**src/rtl/pwm_pkg.sv**
```systemverilog
// Shared definitions for the PWM capture block: FSM states, direction codes
// and the default data width.
package pwm_pkg;

  localparam int PWM_SIZE_DEFAULT = 10;

  localparam logic [1:0] DIR_POS = 2'b10;
  localparam logic [1:0] DIR_NEG = 2'b01;

  typedef enum logic [1:0] {
    ST_SYNC = 2'd0,
    ST_HIGH = 2'd1,
    ST_LOW  = 2'd2
  } pwm_state_e;

endpackage

```
**src/rtl/pwm_capture_sync2.sv**
```systemverilog
// Two-flop synchronizer for asynchronous level inputs, width-parameterized.
module sync2 #(
  parameter int WIDTH = 1
) (
  input  logic             clk_i,
  input  logic             rst_ni,
  input  logic [WIDTH-1:0] d_i,
  output logic [WIDTH-1:0] q_o
);

  logic [WIDTH-1:0] meta_q;
  logic [WIDTH-1:0] sync_q;

  // Shift the raw input through two flops every clock to settle metastability.
  always_ff @(posedge clk_i or negedge rst_ni) begin
    if (!rst_ni) begin
      meta_q <= '0;
      sync_q <= '0;
    end else begin
      meta_q <= d_i;
      sync_q <= meta_q;
    end
  end

  assign q_o = sync_q;

endmodule

```
**src/rtl/pwm_capture.sv**
```systemverilog
// PWM frame decoder: measures the high time of each 2^N-tick frame, rebuilds
// an unsigned or sign/magnitude value from it, and flags malformed frames.
module pwm_capture
  import pwm_pkg::*;
#(
  parameter int PWM_IN_SIZE = PWM_SIZE_DEFAULT
) (
  input  logic                   clk_in,
  input  logic                   rst_n_in,
  input  logic                   CE_in,
  input  logic                   signmode,
  input  logic                   pwm_in,
  input  logic [1:0]             dir_in,
  output logic [PWM_IN_SIZE-1:0] data_out,
  output logic                   valid_out,
  output logic                   err_out
);

  localparam int N = PWM_IN_SIZE;
  localparam logic [N:0] CNT_ONE     = {{N{1'b0}}, 1'b1};
  localparam logic [N:0] FRAME_TICKS = {1'b1, {N{1'b0}}};
  localparam logic [N:0] CNT_MAX     = FRAME_TICKS + {{(N-1){1'b0}}, 2'b10};
  localparam logic [N:0] MAGN_SAT    = {1'b0, {N{1'b1}}};

  // Counting stops at the timeout threshold instead of wrapping.
  function automatic logic [N:0] sat_inc(input logic [N:0] v);
    return (v >= CNT_MAX) ? CNT_MAX : v + CNT_ONE;
  endfunction

  // Unsigned: low N bits of the magnitude. Signed: half the magnitude,
  // negated for the negative direction (negating zero yields zero).
  function automatic logic [N-1:0] reconstruct(input logic [N:0] magn,
                                               input logic       smode,
                                               input logic [1:0] dir);
    logic signed [N-1:0] half;
    half = $signed(magn[N:1]);
    if (!smode) return magn[N-1:0];
    if (dir == DIR_NEG) return $unsigned(-half);
    return $unsigned(half);
  endfunction

  logic [2:0]   sync_bus;
  logic         pwm_s;
  logic [1:0]   dir_s;

  pwm_state_e   state_q;
  logic         prev_q;
  logic [1:0]   dir_q;
  logic [N:0]   period_q;
  logic [N:0]   high_q;
  logic [N-1:0] data_q;
  logic         valid_q;
  logic         err_q;
  logic [1:0]   settle_q;
  logic         armed_q;

  logic         settled;
  logic         rise;
  logic         fall;
  logic         in_frame;
  logic         close_edge;
  logic         close_tmo;
  logic         close_any;
  logic [N:0]   magn_d;
  logic [N-1:0] data_d;
  logic         err_d;

  sync2 #(
    .WIDTH(3)
  ) u_sync (
    .clk_i (clk_in),
    .rst_ni(rst_n_in),
    .d_i   ({dir_in, pwm_in}),
    .q_o   (sync_bus)
  );

  assign pwm_s = sync_bus[0];
  assign dir_s = sync_bus[2:1];

  // Count the clocks needed to flush the synchronizer's reset value.
  always_ff @(posedge clk_in or negedge rst_n_in) begin
    if (!rst_n_in) begin
      settle_q <= 2'd0;
    end else if (!settled) begin
      settle_q <= settle_q + 2'd1;
    end
  end

  assign settled = (settle_q == 2'd2);

  // Arm frame acquisition only after a genuine low level has been seen, so a
  // line that is already high when reset releases is not taken as a frame start.
  always_ff @(posedge clk_in or negedge rst_n_in) begin
    if (!rst_n_in) begin
      armed_q <= 1'b0;
    end else if (CE_in && settled && !pwm_s) begin
      armed_q <= 1'b1;
    end
  end

  assign rise       = pwm_s & ~prev_q;
  assign fall       = ~pwm_s & prev_q;
  assign in_frame   = (state_q != ST_SYNC);
  assign close_edge = in_frame & rise;
  assign close_tmo  = in_frame & ~rise & (period_q == CNT_MAX);
  assign close_any  = close_edge | close_tmo;
  assign magn_d     = close_edge ? high_q : (pwm_s ? MAGN_SAT : '0);
  assign data_d     = reconstruct(magn_d, signmode, dir_q);
  assign err_d      = (close_edge & (period_q != FRAME_TICKS))
                    | (signmode & (dir_q != DIR_POS) & (dir_q != DIR_NEG));

  // Frame FSM with tick counters and registered result outputs.
  always_ff @(posedge clk_in or negedge rst_n_in) begin
    if (!rst_n_in) begin
      state_q  <= ST_SYNC;
      prev_q   <= 1'b0;
      dir_q    <= 2'b00;
      period_q <= '0;
      high_q   <= '0;
      data_q   <= '0;
      valid_q  <= 1'b0;
      err_q    <= 1'b0;
    end else begin
      valid_q <= 1'b0;
      err_q   <= 1'b0;
      if (CE_in) begin
        prev_q <= pwm_s;
        dir_q  <= dir_s;
        case (state_q)
          ST_SYNC: begin
            if (armed_q && rise) begin
              state_q  <= ST_HIGH;
              period_q <= CNT_ONE;
              high_q   <= CNT_ONE;
            end
          end
          ST_HIGH, ST_LOW: begin
            if (close_any) begin
              // The closing tick is the first tick of the next frame; a
              // falling edge coinciding with a timeout is deliberately dropped.
              state_q  <= ST_HIGH;
              period_q <= CNT_ONE;
              high_q   <= {{N{1'b0}}, pwm_s};
              valid_q  <= 1'b1;
              err_q    <= err_d;
              data_q   <= data_d;
            end else begin
              period_q <= sat_inc(period_q);
              if (pwm_s) high_q <= sat_inc(high_q);
              if ((state_q == ST_HIGH) && fall) state_q <= ST_LOW;
            end
          end
          default: state_q <= ST_SYNC;
        endcase
      end
    end
  end

  assign data_out  = data_q;
  assign valid_out = valid_q;
  assign err_out   = err_q;

endmodule
```
**config.mk**
```make
export PLATFORM = sky130hd
export DESIGN_NAME = pwm_capture
export DESIGN_NICKNAME = d
export VERILOG_FILES = /design/src/rtl/pwm_pkg.sv /design/src/rtl/pwm_capture_sync2.sv /design/src/rtl/pwm_capture.sv
export SDC_FILE = /design/constraint.sdc
export NUM_CORES = 1
export LEC_CHECK = 0
export ABC_AREA = 0
export CAP_MARGIN = 0
export CORE_MARGIN = 2
export CORE_UTILIZATION = 38
export CTS_CLUSTER_DIAMETER = 40
export DETAILED_ROUTE_END_ITERATION = 6
export SLEW_MARGIN = 0
export SYNTH_ARGS = -nofsm -noshare
export SYNTH_HDL_FRONTEND = slang
export SYNTH_HIERARCHICAL = 1
export SYNTH_SLANG_ARGS = --single-unit
```
**constraint.sdc**
```tcl
create_clock -name clk_in -period 6.9 [get_ports clk_in]
set_clock_uncertainty 0.05 [all_clocks]
set_input_delay 1.035 -clock clk_in [delete_from_list [all_inputs] [get_ports clk_in]]
set_output_delay 1.035 -clock clk_in [all_outputs]
set_load 0.05 [all_outputs]
```
* Word level (Yosys, flattened, before mapping)
Index checks and enable logic that the tools add are counted.
** Operators by class
- Order comparisons :: 2
- Eq/ne operators :: 11
- Reduce and logical (&&, ||, !) cells :: 13
- Multiplexer cells :: 26
- Bitwise gates (word level) :: 13
- $add $sub $neg :: 4
** Operator list (count)
- 11-bit two-way mux :: 7
- 10-bit two-way mux :: 5
- 11-bit one-hot mux with 2 select lines :: 2
- 11-bit by 1-bit adder with 11-bit output (second input constant) :: 2
- 11-bit >= comparator (second input constant) :: 2
- 11-bit == test (second input constant) :: 1
- 11-bit inequality test (second input constant) :: 1
- 10-bit negation :: 1
- 3-bit AND reduction :: 3
- 1-bit bitwise AND :: 8
- 1-bit two-way mux :: 8
- 2-bit two-way mux :: 3
- 2-bit by 1-bit == test with 1-bit output (second input constant) :: 2
- 2-bit == test (second input constant) :: 2
- 1-bit logical AND :: 4
- 2-bit inequality test (second input constant) :: 2
- 2-bit one-hot mux with 2 select lines :: 1
- 4-bit AND reduction :: 1
- 2-bit nonzero test :: 2
- 3-bit by 2-bit inequality test with 1-bit output (second input constant) :: 1
- 3-bit inequality test (second input constant) :: 1
- 1-bit inverter :: 3
- 2-bit by 1-bit adder with 2-bit output (second input constant) :: 1
- 2-bit zero test :: 1
- other kinds (4) :: 5
** Storage, ports and cells
- Output and inout port bits :: 12
- Register bits :: 48
- Input bits :: 7

* Longest topological paths before layout
Gate-level depths: netlist (run 1).
- Word-level depth :: 9
- Depth in mapped cells :: 11
- Depth with buffers taken out :: 9

* By module
Netlist (run 1), hierarchy kept.
** By module, submodules not included
- pwm_capture :: area an instance 2598.7 µm², times used 1, seq. area each 1051.0 µm², cells each 290
- sync2 :: area an instance 150.1 µm², times used 1, seq. area each 150.1 µm², cells each 6

* Least setup slack after synthesis (run 1)
Ideal clock, no wire load.
- Path kind :: register to register
- From :: register state_q[0]
- To :: register data_q[6], in the netlist data_out[6]
- Library setup time :: 0.122 ns
- Arrival time :: 2.355 ns
- Setup slack :: 4.373 ns
- Period minus slack after synthesis :: 2.527 ns
- Required time :: 6.728 ns
- Cell stages (with the launch flop) :: 12
- Cell sequence :: dfrtp_1 inv_1 ha_1 clkbuf_1 or2_2 clkbuf_1 o21ai_0 ha_1 and3_1 o31a_1 o21ai_0 a32o_1
** Between the ends
- Longest elaborated chain between the ends :: 7
- Elaborated cells on any way between the ends :: 15
- Those cells by class :: add/sub (1); eq/ne (2); mux (5); bitwise (4); reduce/logical (3)
** Ends and longest elaborated chain
- from (decl) :: line pwm_capture.sv:46 : pwm_state_e state_q;
- from (signal assigned) :: line pwm_capture.sv:115 : state_q <= ST_SYNC;
- from (signal assigned) :: line pwm_capture.sv:132 : state_q <= ST_HIGH;
- from (signal assigned) :: line pwm_capture.sv:141 : state_q <= ST_HIGH;
- 2-bit nonzero test :: line pwm_capture.sv:103 : assign in_frame = (state_q != ST_SYNC);
- 1-bit bitwise AND :: line pwm_capture.sv:104 : assign close_edge = in_frame & rise;
- 11-bit two-way mux :: line pwm_capture.sv:107 : assign magn_d = close_edge ? high_q : (pwm_s ? MAGN_SAT : '0);
- 10-bit negation / 10-bit two-way mux (equally long branches) :: line pwm_capture.sv:38, pwm_capture.sv:37
- 10-bit two-way mux :: line pwm_capture.sv:38 : if (dir == DIR_NEG) return $unsigned(-half);
- 10-bit two-way mux :: line pwm_capture.sv:39 : return $unsigned(half);
- 10-bit two-way mux :: line pwm_capture.sv:38
- to (signal assigned) :: line pwm_capture.sv:146 : data_q <= data_d;
- to (decl) :: line pwm_capture.sv:51 : logic [N-1:0] data_q;
Parallel ways exist; a longest one is shown, timed or not. The select of a mux whose other input is x is not followed.
A chain may end at the register's enable or synchronous reset.

* Worst setup path in the final report (run 1)
- From :: input CE_in
- To :: register high_q[7]
** Between the ends
- Longest elaborated chain between the ends :: 1
** Ends and longest elaborated chain
- from (decl) :: line pwm_capture.sv:10 : input logic CE_in,
- 4-bit AND reduction (no line)
- to (signal assigned) :: line pwm_capture.sv:143 : high_q <= {{N{1'b0}}, pwm_s};
- to (signal assigned) :: line pwm_capture.sv:149 : if (pwm_s) high_q <= sat_inc(high_q);
- to (decl) :: line pwm_capture.sv:50 : logic [N:0] high_q;
Every way passes these cells.

==> metrics.cfg, run 1 <==
[status]
status=complete, no violations

[clock_network]
path_clk_slew_ns=0.10
cts-root-buf=clkbuf_8
clock-sinks=48
cts.path.max_buffers=2
cts_max_level=2
postCtsSetupRepairBufs=0
clk_latency_ns=0.30
cts_resized=0
cts_buffers=5
hold_buffers=0
cts_tree=yes

[cells_and_area]
syn2layout_area_growth_pct=13.7
n_fill_cell=733
antenna_cells=0
nets=322
sequential_cell_area_mm2=0.00120
layout-drive-gt1-share_pct=7.84
multi_input_area_mm2=0.00144

[die]
die-height_um=89.1
initial_utilization_pct=38.5
die_x_um=89.1
pin_count=19
dieArea_mm2=0.00793
core_area_mm2=0.00714
rows=31

[min_path]
hold_class=register to register

[global_route]
grt_max_degree=49
first_global_vias=2056
grt_pass1_wl_mm=10.1
track_usage_pct=16.4
grt-ovfl-total=0
antenna_found_initial=0

[drt]
drt.antenna.violating_nets=0
routed_wl_mm=5.90
wire_per_inst_um=14.6
drtIter0Drc=116
post_drt_via_cell_ratio=5.46
via_count=2210
drc=0
firstDrtPassIters=4

[setup_path]
crit_fanout=13
worst-setup-path-type=input pin to register
cp-end-kind=register
cp_slowest_stage_delay_ns=0.84
crit_path_top_delay_cell=a21oi_1
crit_buf_inv=2
critPathLaunchType=input pin
crit_chain=clkdlybuf4s50_1, inv_1, a21oi_1, o211ai_1, o21a_1, o21ba_2
worstPathRequired_ns=7.05
crit_arrival_ns=3.33
cp_top_family=compound AO/OA/AOI/OAI gates

[placement]
gp_congestion=0.837
io_buffers=18
post-dp-hpwl_mm=4.13
pre_cts_ws_ns=3.42

[logic_synthesis]
syn_nets=313
synth_edf_count=0
synthArstFlopShare_pct=100
syn-cell-area_mm2=0.00275
synth_cells=296
yosys_register_bits=48
synth_cell_type_count=58
ys_seq_area_share_pct=43.7
post_synth.cell_area_avg_um2=9.29
ys_warn_count=6
synth-main-ff-cell=dfrtp_1

[pwr]
powerDensity_mw_per_mm2=369
p_int_mw=0.668
p_clk_share_pct=21.7
p_sw_mw=0.485
irDropWorstVdd_mv=0.278
p_leak_nw=1.33
comb_power_share_pct=45.3
seq_power_share_pct=33.0
switching_share_pct=42.1
p_total_mw=1.15

[timing]
relSlewSlack_pct=28.4
layout_setup_ws_ns=3.73
worst_hold_slack_ns=0.308
period_needed_ns=3.17
hold_viol=0
rsz0062_at_grt=false
max_freq_mhz=315
final.setup.tns_ns=0
worst_pin_slew_ns=1.07
setup_viol=0
drv_slew=0
fin_crit_sh_pct=46.0

[flow_run]
maxCapViolCount=0

-- synth_stat cells, drive strengths merged (3+ instances only) --
master	n	area [um^2]
ha	10	125
o41ai	4	53.8
inv	12	45.0
o21ai	20	104
a32o	5	50.1
nor3	5	25.0
nor2	39	149
clkbuf	16	60.1
or3	5	31.3
nand2	23	86.3
xor2	8	70.1
o31ai	3	22.5
xnor2	5	43.8
nand3	7	35.0
o211ai	5	37.5
nand4b	4	35.0
nor4	5	31.3
a21o	4	30.0
nand4	6	37.5
mux2	4	45.0
dfrtp	48	1200
a21oi	12	60.1
nand2b	5	31.3
-- path summary, 6_finish.rpt --
check,start,endpoint,slack [ns],depth (start not counted)
setup / recovery,CE_in,high_q[7],3.73,6
hold / removal,u_sync/meta_q[2],u_sync/q_o[2],0.31,0
setup reg to reg,state_q[0],high_q[7],3.93,7
hold reg to reg,u_sync/meta_q[2],u_sync/q_o[2],0.31,0
max in group asynchronous,rst_n_in,period_q[1],5.30,1
min in group asynchronous,rst_n_in,err_out,0.86,1
-- through the flow --
step | util (%) | cells | area, um^2
after floorplan | - | 296 | 2750
after global placement | 41.9 | 397 | 2990
after detailed placement | 41.9 | 397 | 2990
after CTS | 43.8 | 405 | 3130
after global routing | 43.8 | 405 | 3130
final | 43.8 | 405 | 3130
-- cells by family after synthesis --
logic type / after synthesis / share of synthesized area, %
AOI/OAI and AO/OA: 79 / 21.3
adders and majority gates: 10 / 4.55
xor gates and xnor gates: 13 / 4.14
buffers and inverters: 28 / 3.82
muxes: 6 / 2.37
DFF: 48 / 43.7
and+or+nand+nor: 112 / 20.2
-- layer usage --
layer  vias to the layer above  wire [um]  GRT usage [%]
met5                         -          0              0
met1                      1069       2860           22.5
li1                       1096          -              -
met2                        41       2770           26.8
met3                         4        213           2.77
met4                         0         57           4.48
-- state kept, by name (all words and copies together), names as in the netlist --
| signal | count |
|---|---|
| high_q | 11 |
| period_q | 11 |
| data_out | 10 |
| u_sync/meta_q | 3 |
| u_sync/q_o | 3 |
| dir_q | 2 |
| settle_q | 2 |
| state_q | 2 |
| armed_q | 1 |
| err_out | 1 |
| prev_q | 1 |
| valid_out | 1 |
-- area by class of cell --
type	count	share of cell area (%)
Multi-Input combinational cell	220	46.2
Sequential cell	48	38.4
Timing Repair Buffer	18	5.60
Tap cell	99	3.96
Clock buffer	5	2.20
Clock inverter	3	2.20
Inverter	12	1.44
-- power groups by stage --
stage	sequential (mW)	clock, mW	combinational, mW
3_3_place_gp	0.387	0	0.515
4_1_cts	0.382	0.256	0.523
3_5_place_dp	0.388	0	0.522
6_report	0.381	0.250	0.522
2_1_floorplan	0.469	0	0.304
5_1_grt	0.393	0.269	0.576
-- cell usage in the layout, fill, tap and decap left out, types with 3 or more instances in the layout --
cell and count:
mux2_2 4, nor3_1 5, a21oi_1 12, nand4b_1 4, xor2_1 8, o41ai_1 3
nand3_1 7, nand2b_1 5, nor2_1 38, o31ai_1 3, o21ai_0 19, nand4_1 6
xnor2_1 5, a21o_1 4, clkdlybuf4s50_1 17, o211ai_1 5, nor4_1 5, nand2_1 23
inv_1 12, ha_1 10, a32o_1 5, clkbuf_8 5, dfrtp_1 48, or3_1 5
Power figures use the tool's default switching activity.
==> run 2: changes to the inputs <==
Clock period 6.9 ns to 2.7 ns, I/O delays scaled along.
==> run 2 against run 1 <==
Effect of this change:
- die area unchanged
- flip-flop and latch count unchanged
- sequential power rose to 2.6 times the previous value
- cell area up 2.4%
- worst setup slack worse by 3.6 ns
- first-iteration DRC count down 20%
- combinational power rose to 2.8 times the previous value
- routed wire length up 3.6%
==> metrics.cfg, run 2 (same netlist as run 1, synthesis figures left out) <==
[timing]
relSlewSlack_pct=60.2  ; +32 points
drv_slew=0  ; unchanged
rsz0062_at_grt=false
hold_viol=0  ; unchanged
final.setup.tns_ns=0  ; unchanged
worst_pin_slew_ns=0.597  ; -0.477 ns
fin_crit_sh_pct=93.6
period_needed_ns=2.53
setup_viol=0  ; unchanged
max_freq_mhz=396

[die]
initial_utilization_pct=38.5  ; unchanged
core_area_mm2=0.00714  ; unchanged
die_x_um=89.1  ; unchanged
dieArea_mm2=0.00793  ; unchanged
rows=31  ; unchanged
die-height_um=89.1  ; unchanged
pin_count=19  ; unchanged

[setup_path]
critPathLaunchType=register
worst-setup-path-type=register to register
reg2regPathDepth=5  ; -2
r2r_start=period_q[5]
crit_fanout=8  ; -5
cp-end-kind=register
endpoint=high_q[7]
cp_slowest_stage_delay_ns=0.60  ; -0.24 ns
crit_chain=or4_4, o41ai_4, nor2_2, o22ai_2, o21ba_2
critPathLaunch=period_q[5]
rrSetupSlack_ns=0.17  ; -3.76 ns
worstPathRequired_ns=2.85  ; -4.20 ns
r2r-end=high_q[7]
crit_arrival_ns=2.68  ; -0.65 ns
crit_path_top_delay_cell=or4_4

[global_route]
grt_pass1_wl_mm=10.6  ; +4.6%
antenna_found_initial=0  ; unchanged
track_usage_pct=17.3  ; +0.97 points
grt_max_degree=49  ; unchanged
grt-ovfl-total=0  ; unchanged
first_global_vias=2245  ; +9.2%

[clock_network]
cts_max_level=2  ; unchanged
cts-root-buf=clkbuf_8
hold_buffers=0  ; unchanged
cts.path.max_buffers=2  ; unchanged
path_clk_slew_ns=0.09  ; about the same
clk_latency_ns=0.31  ; about the same
cts_tree=yes
cts_resized=0  ; unchanged
cts_buffers=5  ; unchanged
clock-sinks=48  ; unchanged
postCtsSetupRepairBufs=0  ; unchanged

[flow_run]
maxCapViolCount=0  ; unchanged

[cells_and_area]
layout-drive-gt1-share_pct=11.6  ; +3.8 points
layout_common_cells=48 x dfrtp_1, 38 x nor2_1, 23 x nand2_1
antenna_cells=0  ; unchanged
final_common_cell=dfrtp_1
nets=335  ; +4.0%
sequential_cell_area_mm2=0.00120  ; unchanged
fin_area_mm2=0.00320  ; +2.4%
syn2layout_area_growth_pct=16.5
n_fill_cell=735  ; +0.27%
multi_input_area_mm2=0.00144  ; unchanged

[placement]
dpl-instance-area_mm2=0.00309  ; +3.3%
post-dp-hpwl_mm=4.41  ; +6.9%
io_buffers=18  ; unchanged
gp_congestion=0.859  ; +2.6%

[min_path]
hold_class=input pin to asynchronous set/reset pin

[drt]
drt.antenna.violating_nets=0  ; unchanged
firstDrtPassIters=4  ; unchanged
routed_wl_mm=6.11  ; +3.6%
post_drt_via_cell_ratio=5.42  ; -0.70%
drtIter0Drc=93  ; -20%
wire_per_inst_um=14.6  ; +0.39%
via_count=2265  ; +2.5%
drc=0  ; unchanged

[status]
status=complete, no violations

[pwr]
powerDensity_mw_per_mm2=921  ; +150%
irDropWorstVdd_mv=0.414  ; +49%
p_leak_nw=1.38  ; +3.9%
p_total_mw=2.95  ; +160%

==> run 2: cell types whose count changed in the layout (fill, tap and decap cells not counted), sizes merged <==
| cell | delta |
|---|---|
| bufinv | -1 |
| inv | -1 |
| buf | +13 |
| clkinv | +2 |
==> run 2: cell type report <==
| cell class | instances | share of cell area, % |
|---|---|---|
| clock buffer | 5 | 2.15 |
| clock inverter | 3 | 1.48 |
| inverter | 12 | 1.41 |
| multi-input combinational | 220 | 45.1 |
| sequential | 48 | 37.5 |
| tap | 99 | 3.87 |
| timing repair buffer | 31 | 8.52 |
==> run 2: routing by layer <==
layer	wire, um	track usage (%)	up-vias
met5	0	0	-
li1	-	-	1121
met4	110	6.51	0
met3	193	2.77	9
met1	2910	22.8	1081
met2	2900	28.9	54
==> run 2: report_power, final <==
part	internal (mW)	total [mW]	switching, mW
clock network	0.279	0.534	0.255
logic	0.552	1.44	0.887
registers	0.856	0.976	0.120
==> run 2: critical path: cells and delay by family (launching register included) <==
family | cells | cell delay (ns)
and+or+nand+nor | 2 | 0.75
DFF | 1 | 0.45
AOI/OAI and AO/OA | 3 | 1.18
==> run 2: how the worst min path moves through the flow <==
stage / from / endpoint / slack (ns) / cells past startpoint
6_report: rst_n_in / data_out[5] / 0.12 / 2
5_1_grt: rst_n_in / period_q[0] / 0.19 / 2
4_1_cts: rst_n_in / data_out[5] / 0.15 / 2
3_5_place_dp: u_sync/meta_q[0] / u_sync/q_o[0] / 0.29 / 0
3_3_place_gp: u_sync/meta_q[1] / u_sync/q_o[1] / 0.28 / 0
2_1_floorplan: rst_n_in / armed_q / 0.06 / 0
==> run 2: metrics by stage <==
| stage | cells | hold slack, ns | setup WS, ns | utilization, % |
|---|---|---|---|---|
| final | 418 | 0.115 | 0.172 | 44.9 |
| after global routing | 418 | 0.195 | 0.0357 | 44.9 |
| after CTS | 418 | 0.152 | 0.207 | 44.9 |
| after detailed placement | 410 | 0.287 | 0.232 | 43.2 |
| after global placement | 410 | 0.283 | 0.257 | 43.2 |
| after floorplan | 296 | 0.0594 | 0.173 | - |
